### src/rtl/freq_to_phase_inc.sv
// rtl/freq_to_phase_inc.sv - Hz to phase-accumulator tuning word via iterative restoring divider
module freq_to_phase_inc #(
  parameter int unsigned CLK_HZ     = 122880000,
  parameter int unsigned RESOLUTION = 32
) (
  input  logic                  clk,
  input  logic                  reset,
  input  logic [31:0]           freq_hz,
  input  logic                  freq_valid,
  output logic                  freq_ready,
  output logic [RESOLUTION-1:0] frequency,
  output logic                  freq_update,
  output logic                  range_err
);

  localparam int CNT_W = (RESOLUTION > 1) ? $clog2(RESOLUTION) : 1;
  localparam logic [CNT_W-1:0] CNT_LAST = CNT_W'(RESOLUTION - 1);
  // Divisor and Nyquist limit widened to the 33-bit remainder datapath.
  localparam logic [32:0] CLK_W = 33'(CLK_HZ);
  localparam logic [32:0] NYQ_W = 33'(CLK_HZ / 2);

  typedef enum logic [1:0] {
    IDLE  = 2'd0,
    DIV   = 2'd1,
    ROUND = 2'd2
  } state_t;

  state_t                  state_q, state_d;
  logic [32:0]             r_q, r_d;
  logic [RESOLUTION-1:0]   q_q, q_d;
  logic [CNT_W-1:0]        cnt_q, cnt_d;
  logic [RESOLUTION-1:0]   frequency_q, frequency_d;
  logic                    freq_update_q, freq_update_d;
  logic                    range_err_q, range_err_d;

  // Remainder doubled: the trial dividend in DIV, the half-LSB test in ROUND.
  // R < CLK_HZ < 2^32 always, so the shifted value fits in 33 bits.
  logic [32:0] t_w;
  logic        round_up;
  assign t_w      = {r_q[31:0], 1'b0};
  assign round_up = (t_w >= CLK_W);

  // State register and datapath flops.
  always_ff @(posedge clk or negedge reset) begin
    if (!reset) begin
      state_q       <= IDLE;
      r_q           <= '0;
      q_q           <= '0;
      cnt_q         <= '0;
      frequency_q   <= '0;
      freq_update_q <= 1'b0;
      range_err_q   <= 1'b0;
    end else begin
      state_q       <= state_d;
      r_q           <= r_d;
      q_q           <= q_d;
      cnt_q         <= cnt_d;
      frequency_q   <= frequency_d;
      freq_update_q <= freq_update_d;
      range_err_q   <= range_err_d;
    end
  end

  // Next-state: accept/reject in IDLE, one quotient bit per DIV cycle, round half up.
  always_comb begin
    state_d       = state_q;
    r_d           = r_q;
    q_d           = q_q;
    cnt_d         = cnt_q;
    frequency_d   = frequency_q;
    freq_update_d = 1'b0;
    range_err_d   = 1'b0;
    case (state_q)
      IDLE: begin
        if (freq_valid) begin
          if ({1'b0, freq_hz} >= NYQ_W) begin
            range_err_d = 1'b1;
          end else begin
            r_d     = {1'b0, freq_hz};
            q_d     = '0;
            cnt_d   = '0;
            state_d = DIV;
          end
        end
      end
      DIV: begin
        if (t_w >= CLK_W) begin
          r_d = t_w - CLK_W;
          q_d = {q_q[RESOLUTION-2:0], 1'b1};
        end else begin
          r_d = t_w;
          q_d = {q_q[RESOLUTION-2:0], 1'b0};
        end
        cnt_d = cnt_q + CNT_W'(1);
        if (cnt_q == CNT_LAST) begin
          state_d = ROUND;
        end
      end
      ROUND: begin
        // In-range input keeps Q below 2^(RES-1), so this add cannot wrap.
        frequency_d   = q_q + {{(RESOLUTION-1){1'b0}}, round_up};
        freq_update_d = 1'b1;
        state_d       = IDLE;
      end
      default: begin
        state_d = IDLE;
      end
    endcase
  end

  assign freq_ready  = (state_q == IDLE);
  assign frequency   = frequency_q;
  assign freq_update = freq_update_q;
  assign range_err   = range_err_q;

endmodule

### config.mk
export PLATFORM = sky130hd
export DESIGN_NAME = freq_to_phase_inc
export DESIGN_NICKNAME = d
export VERILOG_FILES = /design/src/rtl/freq_to_phase_inc.sv
export SDC_FILE = /design/constraint.sdc
export NUM_CORES = 1
export LEC_CHECK = 0
export ABC_CLOCK_PERIOD_IN_PS = 3400
export CORE_MARGIN = 2
export CORE_UTILIZATION = 55
export DETAILED_ROUTE_END_ITERATION = 16
export GPL_TIMING_DRIVEN = 0
export HOLD_SLACK_MARGIN = 0.06
export PLACE_DENSITY = 0.8
export SYNTH_ARGS = -nofsm -noshare
export SYNTH_HDL_FRONTEND = slang
export SYNTH_SLANG_ARGS = --single-unit
### constraint.sdc
create_clock -name clk -period 3.4 [get_ports clk]
set_clock_uncertainty 0.2 [all_clocks]
set_input_delay 0.34 -clock clk [delete_from_list [all_inputs] [get_ports clk]]
set_output_delay 0.34 -clock clk [all_outputs]
set_load 0.1 [all_outputs]
# Word-level counts from Yosys, hierarchy flattened
# Index checks and enable logic that the tools add are counted.
# word_totals
out_inout_bits	35
ff_bits	105
# classes
n_mux	19
n_eq_ne	6
magnitude_cmp	2
n_reduce_logical	4
add_sub_neg	3
# ops
cell	n
$mux 32	5
$pmux 32 s2	2
$ge 33x27->1 const B	1
$add 32x1->32	1
$ge 32x26->1 const B	1
$sub 32x27->32 const B	1
$mux 5	2
$pmux 5 s2	1
$mux 2	3
$ne 2x2->1 const B	3
$reduce_and 3->1	2
$add 5x1->5 const B	1
$eq 5x5->1 const B	1
$mux 1	5
$pmux 2 s2	1
$eq 2x1->1 const B	1
$eq 2x2->1 const B	1
$logic_not 2->1	1
$reduce_bool 2->1	1

# Longest topological paths before layout
# depth
depth_word	4
mapped_depth	14
ltp_nobuf	11

# Worst setup path after synthesis
# No wires, ideal clock.
# synth_path
kind	register to register
startpoint	register r_q[15]
endpoint	register frequency_q[16] (netlist: frequency[16])
path_stages_with_launch	14
period_less_slack_ps	2784
slack_ps	616
required_ps	3068
arrival_time_ps	2452
path_cell_list	dfrtp_1 -> a211o_1 -> a31o_4 -> a31oi_4 -> inv_2 -> buf_6 -> ha_1 -> ha_1 -> nand2_1 -> nor3_1 -> buf_2 -> nand4_1 -> xor2_1 -> o21ai_1
# synth_between
elab_chain_len	2
# synth_lines
item	line_no	text
start: declaration	29	logic [32:0] r_q, r_d;
start signal: assignment	55	r_q <= r_d;
$ge 33x27->1	41	assign round_up = (t_w >= CLK_W);
$add 32x1->32	101	frequency_d = q_q + {{(RESOLUTION-1){1'b0}}, round_up};
end signal: assignment	58	frequency_q <= frequency_d;
end: declaration	32	logic [RESOLUTION-1:0] frequency_q, frequency_d;
# Every way passes these cells.
# A chain may end at the register's enable or synchronous reset.

# Worst setup path after layout
# layout_path
startpoint	register r_q[15]
endpoint	register frequency_q[26] (netlist: frequency[26])
# Same word-level chain as after synthesis.

==> flow_metrics.tcl <==
set metrics [dict create \
    outcome "finished, final reports clean" \
    synth_top_cells_by_area "sky130_fd_sc_hd__dfrtp_1 49%, sky130_fd_sc_hd__nand2_1 10%, sky130_fd_sc_hd__o21ai_1 5.0%" \
    areaGrowthSynthToFinish_pct 20.92 \
    cap_viol_max_count 0 \
    first_global_vias 4562 \
    worst-endpoint-required_ps 3450 \
    n_antenna_cell 0 \
    netSwitchingPower_mw 3.132 \
    yosys_most_used_dff "sky130_fd_sc_hd__dfrtp_1" \
    finalSetupViolCount 0 \
    worstSetupPathType "reg2reg" \
    first_pass_grt_wire_length_microns 22020 \
    post-route-period-util_pct 93.22 \
    mapped_area_sq_um 5358 \
    yosys.area.top_type "sky130_fd_sc_hd__dfrtp_1" \
    hold_removal_path_class "in2async" \
    timing.hold.ws_ps 291.0 \
    tritoncts "yes" \
    synth.ff_latch_count 105 \
    cellInternalPower_mw 3.038 \
    slew_at_the_pin_closest_to_its_max_slew_limit_ps 1008 \
    num_rows 36 \
    syn-num-nets 632 \
    finalWorstPathRequiredPeriod_ps 3169 \
    number_of_enable_type_register_cells_in_the_synthesized_netlist 0 \
    power.share.switching_pct 50.76 \
    most-common-layout-cells "145 x sky130_fd_sc_hd__nand2_1, 105 x sky130_fd_sc_hd__dfrtp_1, 68 x sky130_fd_sc_hd__clkdlybuf4s50_1, 54 x sky130_fd_sc_hd__o21ai_1, 30 x sky130_fd_sc_hd__nor2_1" \
    vias_after_detailed_routing 4751 \
    static-leakage-power_nw 2.685 \
    grt_start_max_net_pins 66 \
    relative_slew_slack_pct 32.59 \
    final_hold_viol_count 0 \
    synth_top_area_share_pct 49.04 \
    cts_max_path_buffers 2 \
    grt_overflow 0 \
    detail_route.drc_violations 0 \
    drv_slew 0 \
    warnings_synthesis 0 \
    fin_nets 715 \
    ir_worst_vdd_mv 0.4245 \
    pwr_density_cell_nw_per_um2 952.3 \
    post_drt_wl_per_cell_microns 16.08 \
    worst_ep_arrival_time_ps 3220 \
    setup_ws_ps 230.7 \
    dp_cells 794 \
    antenna_violating_nets_post_route 0 \
    drt_wl_total_microns 13060 \
    grt_antenna_before_repair 0 \
    dp.final_hpwl_microns 9479 \
    critPathMaxFanout 11 \
    final.fill_count 797 \
    yosysSeqAreaShare_pct 49.04 \
    filler_free_cell_count_of_the_finished_design 812 \
    path_clk_slew_ps 110 \
    seq_power_share_pct 37.1 \
    die_w_microns 102.7 \
    die_y_microns 102.7 \
    core_sq_um 9594 \
    place.port_buffers 69 \
    worst_setup_path_end_kind "flip-flop" \
    multi_input_comb_area_sq_um 2556 \
    timing.critical_path.from_type "flip-flop" \
    layout-drive-gt1-share_pct 6.922 \
    fmax_ghz 0.3155 \
    power.share.clock_pct 12.3 \
    share_comb_of_total_power_pct 50.6 \
    ioPinCount 70 \
    gp_congestion 0.8676 \
    cts-root-buf "sky130_fd_sc_hd__clkbuf_8" \
    start_util_pct 55.84 \
    drt_pass1_iterations 4 \
    async_flop_share_pct 100.0 \
    cts.sink_count 105 \
    overall_routing_resource_usage_pct 26.52 \
    design.die.area_sq_um 10550 \
    synth_area_per_cell_sq_um 9.065 \
    regArea_sq_um 2628 \
    grt_setup_unrepaired "no" \
    detailedRoute.firstIterationViolations 244 \
    htree_levels 3 \
    cts-buffers-inserted 9 \
    leading_cell_type_in_the_layout_fill_and_taps_excluded "sky130_fd_sc_hd__nand2_1" \
    number_of_standard_cells_after_synthesis 591 \
    routed_via_density 5.851 \
    detailedPlace.worstSlack_ps -39.24 \
    clock_latency_ps 370 \
    synth.distinct_cells 67 \
]
-- flip-flops by register name, summed over array words and instances (netlist names) --
register and count:
cnt_q 5, freq_update 1, frequency 32, q_q 32, r_q 32, range_err 1, state_q 2
-- path summary, 6_finish.rpt --
check                                     startpoint                         to  depth (start not counted)  slack [ps]
hold / removal                                 reset   frequency[9]$_DFFE_PN0P_                          2         290
min in group clk           frequency[26]$_DFFE_PN0P_  frequency[26]$_DFFE_PN0P_                          2         290
max in group asynchronous                      reset       cnt_q[2]$_DFFE_PN0P_                          3        1990
setup reg to reg                 r_q[15]$_DFFE_PN0P_  frequency[26]$_DFFE_PN0P_                         13         230
setup / recovery                 r_q[15]$_DFFE_PN0P_  frequency[26]$_DFFE_PN0P_                         13         230
hold reg to reg            frequency[26]$_DFFE_PN0P_  frequency[26]$_DFFE_PN0P_                          2         290
-- worst max-delay path: stages (launching register included) --
cell and delay (ps):
sky130_fd_sc_hd__dfrtp_1 450, sky130_fd_sc_hd__a211o_1 390, sky130_fd_sc_hd__a31o_4 290, sky130_fd_sc_hd__a31oi_4 220, sky130_fd_sc_hd__inv_2 60, sky130_fd_sc_hd__buf_6 150, sky130_fd_sc_hd__ha_1 190, sky130_fd_sc_hd__ha_1 230
sky130_fd_sc_hd__nand2_1 170, sky130_fd_sc_hd__nor3_4 70, sky130_fd_sc_hd__buf_2 210, sky130_fd_sc_hd__nand4_1 130, sky130_fd_sc_hd__xor2_1 200, sky130_fd_sc_hd__o21ai_1 70
-- cells by family after synthesis --
family | share of synthesized area (%)
flops | 49.04
compound gates | 16.63
xor+xnor | 4.904
fa+ha+maj | 1.401
simple gates | 22.54
mux | 1.938
buf+inv | 3.550
-- per-layer routing --
metal  global-route usage [%]  up-vias  part of all wire, %
met5                        0        -                    0
met4                    9.026        0                  2.5
met3                    3.322       26                  5.0
met2                    45.85      167                   49
met1                    34.65     2305                   43
li1                         -     2253                    -
-- final cells by class --
class | instances | share of cell area [%]
Clock inverter | 5 | 0.7146
Buffer | 36 | 2.414
Sequential cell | 105 | 40.56
Inverter | 7 | 0.4056
Tap cell | 133 | 2.569
Clock buffer | 11 | 2.337
Timing Repair Buffer | 74 | 11.55
Multi-Input combinational cell | 441 | 39.46
-- metrics by stage --
step	TNS, ps	power, mW	instance area (sq um)	util (%)
6_report	0	6.170	6479	67.53
5_1_grt	0	6.576	6479	67.53
4_1_cts	0	6.164	6452	67.25
3_5_place_dp	-49.53	5.406	6240	65.04
3_3_place_gp	-212170	5.282	6215	64.78
2_1_floorplan	0	4.547	5358	-
-- what timing repair did --
| action | 4_1_cts | 5_1_grt |
|---|---|---|
| buffers inserted | 0 | 3 |
| hold endpoints to repair | 40 | 0 |
| endpoints found under the setup margin | 8 | 12 |
| hold buffers | 1 | 0 |
| resized for setup | 1 | 3 |
| pin swaps | 0 | 2 |
-- cell usage after synthesis (all sizes together), types with 5 or more instances --
cell    instances
nor2           31
clkbuf         25
nand3          17
xor2           21
a31oi          23
o21ai          67
o22ai           5
dfrtp         105
a21oi           7
ha              6
nand2         146
buf            13
inv             6
nand4          17
nor3           10
xnor2           9
mux2i           7
or3             7
and3            8
-- power groups by stage --
stage                     logic (mW)  registers [mW]  clock network, mW
after floorplan                 1.40            3.14                  0
after global placement          3.05            2.23                  0
after detailed placement        3.14            2.27                  0
after CTS                       3.15            2.24              0.772
after global routing            3.39            2.37              0.817
final                           3.12            2.29              0.761
Note: power is estimated with default switching activity, not from simulation.
